--- src/rtl/sign_divide.sv ---
// sign_divide: sign-magnitude restoring divider, one quotient bit per clock.
// Ports: clk, rst (sync, active-high), start, a (sign+2N mag), b (sign+N mag)
//        -> q, q_sign, r, r_sign, busy, done (1-cycle pulse), div_zero.
module sign_divide #(
    parameter int N = 4
) (
    input  logic           clk,
    input  logic           rst,
    input  logic           start,
    input  logic [2*N:0]   a,
    input  logic [N:0]     b,
    output logic [2*N-1:0] q,
    output logic           q_sign,
    output logic [N-1:0]   r,
    output logic           r_sign,
    output logic           busy,
    output logic           done,
    output logic           div_zero
);

    localparam logic [1:0] S_IDLE = 2'd0;
    localparam logic [1:0] S_RUN  = 2'd1;
    localparam logic [1:0] S_DONE = 2'd2;

    localparam int CW = $clog2(2*N+1);
    localparam logic [CW-1:0] STEPS = CW'(2*N);

    logic [1:0]     state;
    logic [CW-1:0]  cnt;
    // Partial remainder; it is always below the divisor, so N bits suffice
    // between steps. The extra bit only exists transiently after the shift.
    logic [N-1:0]   rr;
    logic [2*N-1:0] qq;
    logic [N-1:0]   bmag;
    logic           asign;
    logic           bsign;

    logic [N:0]     sh;
    logic           ge;
    logic [N-1:0]   t;
    logic [N-1:0]   rn;
    logic [2*N-1:0] qn;

    // One restoring step: shift in the next dividend bit, try a subtract.
    always_comb begin
        sh = {rr, qq[2*N-1]};
        ge = (sh >= {1'b0, bmag});
        t  = sh[N-1:0] - bmag;
        rn = ge ? t : sh[N-1:0];
        qn = {qq[2*N-2:0], ge};
    end

    always_ff @(posedge clk) begin
        if (rst) begin
            state    <= S_IDLE;
            cnt      <= '0;
            rr       <= '0;
            qq       <= '0;
            bmag     <= '0;
            asign    <= 1'b0;
            bsign    <= 1'b0;
            q        <= '0;
            r        <= '0;
            q_sign   <= 1'b0;
            r_sign   <= 1'b0;
            busy     <= 1'b0;
            done     <= 1'b0;
            div_zero <= 1'b0;
        end else begin
            done <= 1'b0;
            unique case (state)
                S_IDLE: begin
                    if (start) begin
                        asign <= a[2*N];
                        bsign <= b[N];
                        bmag  <= b[N-1:0];
                        if (b[N-1:0] == '0) begin
                            state    <= S_DONE;
                            q        <= '1;
                            r        <= '0;
                            q_sign   <= 1'b0;
                            r_sign   <= 1'b0;
                            div_zero <= 1'b1;
                            done     <= 1'b1;
                        end else begin
                            state    <= S_RUN;
                            rr       <= '0;
                            qq       <= a[2*N-1:0];
                            cnt      <= STEPS;
                            busy     <= 1'b1;
                            div_zero <= 1'b0;
                        end
                    end
                end
                S_RUN: begin
                    rr  <= rn;
                    qq  <= qn;
                    cnt <= cnt - CW'(1);
                    if (cnt == CW'(1)) begin
                        state  <= S_DONE;
                        busy   <= 1'b0;
                        done   <= 1'b1;
                        q      <= qn;
                        r      <= rn;
                        // No negative zero on either result.
                        q_sign <= (asign ^ bsign) & (|qn);
                        r_sign <= asign & (|rn);
                    end
                end
                S_DONE: begin
                    state <= S_IDLE;
                end
                default: begin
                    state <= S_IDLE;
                end
            endcase
        end
    end

endmodule

--- config.mk ---
export PLATFORM = sky130hd
export DESIGN_NAME = sign_divide
export DESIGN_NICKNAME = d
export VERILOG_FILES = /design/src/rtl/sign_divide.sv
export SDC_FILE = /design/constraint.sdc
export NUM_CORES = 1
export LEC_CHECK = 0
export ABC_AREA = 0
export CORE_UTILIZATION = 34
export CTS_BUF_LIST = sky130_fd_sc_hd__clkbuf_16
export DETAILED_ROUTE_END_ITERATION = 12
export GPL_TIMING_DRIVEN = 0
export PLACE_DENSITY_LB_ADDON = 0.25
export SYNTH_ARGS = -nofsm -noshare
export SYNTH_HDL_FRONTEND = slang
export SYNTH_SLANG_ARGS = --single-unit
--- constraint.sdc ---
create_clock -name clk -period 4.6 [get_ports clk]
set_clock_uncertainty 0.05 [all_clocks]
set_input_delay 1.15 -clock clk [delete_from_list [all_inputs] [get_ports clk]]
set_output_delay 1.15 -clock clk [all_outputs]
set_load 0.01 [all_outputs]
==> results by group <==
Finish
  – Most common cell after layout, fill and taps aside: nor2_1
  – FILL cells: 600
  – Fraction of layout cells with a size suffix above 1: 10.4%
  – Final non-filler cell total: 351
  – Area of the multi-input gates: 1070 um2
  – Register area: 821 um2
  – Most frequent cells in the layout: nor2_1 (46), dfxtp_1 (41), clkdlybuf4s50_1 (32)
  – P&R area growth vs syn: 28.9%
  – Final nets: 302
  – # diodes: 0

STA
  – Final Slew Violations: 0
  – Final period util: 59.4%
  – Final setup margin: 1.87 ns
  – Fmax: 366 MHz
  – Post-layout min period: 2.73 ns
  – Final Hold Fails: 0
  – RSZ-0062 raised after global routing: false
  – Final setup vio count: 0
  – Worst Max-Slew Pin Slew: 0.712 ns
  – Max-slew headroom: 52.5%
  – Setup tns final: 0 ns

Yosys
  – Yosys warnings: 0
  – Syn Std Cell Area: 2010 um2
  – EDFF count, synth: 0
  – Sequential share of the synthesized area: 40.8%
  – Top FF cell, synth: dfxtp_1
  – Async S/R FF share, synth: 0%
  – Syn Inst Count: 239
  – Syn Area/Cell: 8.42 um2
  – Synth unique cells: 47
  – Syn Nets: 263
  – Synth Register Bits: 41

Clock network
  – CTS root buf: clkbuf_16
  – PostCTS Resize Cnt: 0
  – Setup repair bufs after CTS: 0
  – Num CTS Buffers: 5
  – Clock Path Buffers: 2
  – Hold Buf Count CTS: 0
  – Clk slew on worst S/H paths: 0.06 ns
  – TritonCTS Sinks: 41
  – CTS tree: done
  – H-Tree Depth: 2
  – Clk_lat worst skew: 0.28 ns

Placement
  – PortBufs: 32
  – Dpl ws: 1.54 ns
  – Dpl cells: 343
  – GPL Wtd Cong: 0.808
  – Post-DP HPWL: 3.48 mm

Route
  – Drt pass-1 iters: 4
  – Detail Route Antenna Nets: 0
  – Vias after detailed routing: 1764
  – Total Wirelength: 4.74 mm
  – DR WL/cell: 13.5 um
  – Vias/cell: 5.03
  – Detailed Route Iter0 Violations: 67
  – DRC errors left: 0

Global routing
  – Antenna violations before repair: 0
  – Vias in the first global route: 1538
  – Total congestion overflow: 0
  – Global-route wire length before repair: 7.52 mm
  – Largest net degree at the start of global routing: 15
  – GRT Overall Usage: 15.8%

Power and ir drop
  – LEAKAGE: 0.955 nW
  – Maximum vdd drop: 0.172 mV
  – Pwr dens: 398 nW/um2

Die
  – Initial Util: 35.9%
  – Die width: 78.9 um
  – Die extent in y: 78.9 um
  – Row count: 27
  – I/O pins: 34
  – Full die area: 6230 um2
  – Core Region: 5610 um2

Outcome
  – Status: completed

Critical path
  – Critical path type: in2reg
  – Setup crit start kind: input pin
  – Reg-to-reg startpoint: qq[7]
  – Crit path top cell by count: nand2_1
  – R2R depth: 9
  – Critical Path RT: 4.68 ns
  – R2R Setup Slk: 2.65 ns
  – CP max stage delay: 0.49 ns
  – CP cell instances: clkdlybuf4s50_1, nor4_1, nand2_1, and2_4, buf_6, nand2_1, a311oi_1
  – Critical Path Slowest Stage Cell: nor4_1
  – Crit end category: register
  – RR Endpoint: r_sign
  – CP max FO: 10
  – Worst setup path endpoint: r_sign
  – CP Data Arrival Time: 2.81 ns
  – Critical path startpoint: b[0]

Worst hold path
  – Hold depth: 2
  – Hold path start: q_sign
  – Hold Crit Class: reg2reg

Run
  – Max-cap violation count: 0
sequential cells by signal, summed over array words and instances, names as in the netlist:
signal    count
asign         1
bmag          4
bsign         1
busy          1
cnt           4
div_zero      1
done          1
q             8
q_sign        1
qq            8
r             4
r_sign        1
rr            4
state         2
area by class of cell:
class	instances	area share [%]
Clock inverter	3	1.78
Buffer	12	3.04
Multi-Input combinational cell	176	41.4
Sequential cell	41	31.6
Tap cell	72	3.47
Inverter	10	1.45
Timing Repair Buffer	32	12.3
Clock buffer	5	4.82
worst min path at each step:
stage,to
finish,q_sign
global route,q_sign
CTS,q_sign
detailed placement,q_sign
global placement,r[3]
floorplan,bmag[0]
cells by family after synthesis:
group                    Yosys count  share of synthesized area [%]
XOR/XNOR                           3                           1.31
AO/OA/AOI/OAI                     50                           20.0
AND/OR/NAND/NOR                  112                           25.3
flip-flops                        41                           40.8
adder cells (fa/ha/maj)            7                           4.73
buffers and inverters             22                           5.78
multiplexers                       4                           2.05
critical path: cells and delay by family:
family          cells  cell delay [ns]
buf+inv             2             0.59
simple gates        4             1.00
compound gates      1             0.08
through the flow:
step	area (um2)	hold WS (ns)	power, mW	utilization [%]
floorplan	2010	0.415	0.573	-
global placement	2420	0.391	0.639	43.2
detailed placement	2420	0.396	0.640	43.2
CTS	2590	0.405	1.04	46.3
global route	2590	0.441	1.08	46.3
finish	2590	0.400	1.03	46.3
metal layers:
metal,global-route usage [%],vias to the layer above,wire length (um),part of all wire [%]
met5,0,-,0,0
met4,4.91,0,53,1.1
met3,3.10,5,156,3.3
met2,24.7,33,2110,45
met1,21.8,820,2410,51
li1,-,906,-,-
cell usage after synthesis (2+ instances only):
master | instances | area share [%]
a21oi_1 | 17 | 4.2
a311oi_2 | 8 | 6.0
buf_2 | 2 | 0.50
buf_6 | 2 | 1.1
clkbuf_1 | 6 | 1.1
dfxtp_1 | 41 | 41
ha_1 | 6 | 3.7
inv_1 | 10 | 1.9
mux2i_1 | 3 | 1.5
nand2_1 | 30 | 5.6
nand2b_1 | 4 | 1.2
nand3_1 | 5 | 1.2
nand3b_1 | 2 | 0.75
nor2_1 | 46 | 8.6
nor3_1 | 11 | 2.7
nor3b_1 | 3 | 1.1
nor4_1 | 3 | 0.93
o211ai_1 | 3 | 1.1
o21ai_0 | 7 | 1.7
o31ai_2 | 2 | 1.2
xor2_1 | 2 | 0.87
report_power, final:
group          internal [mW]  total (mW)  switching [mW]
Combinational          0.102       0.227           0.125
Clock                  0.257       0.399           0.142
Sequential             0.383       0.407          0.0245
Total                  0.741        1.03           0.292
Power figures use the tool's default switching activity.
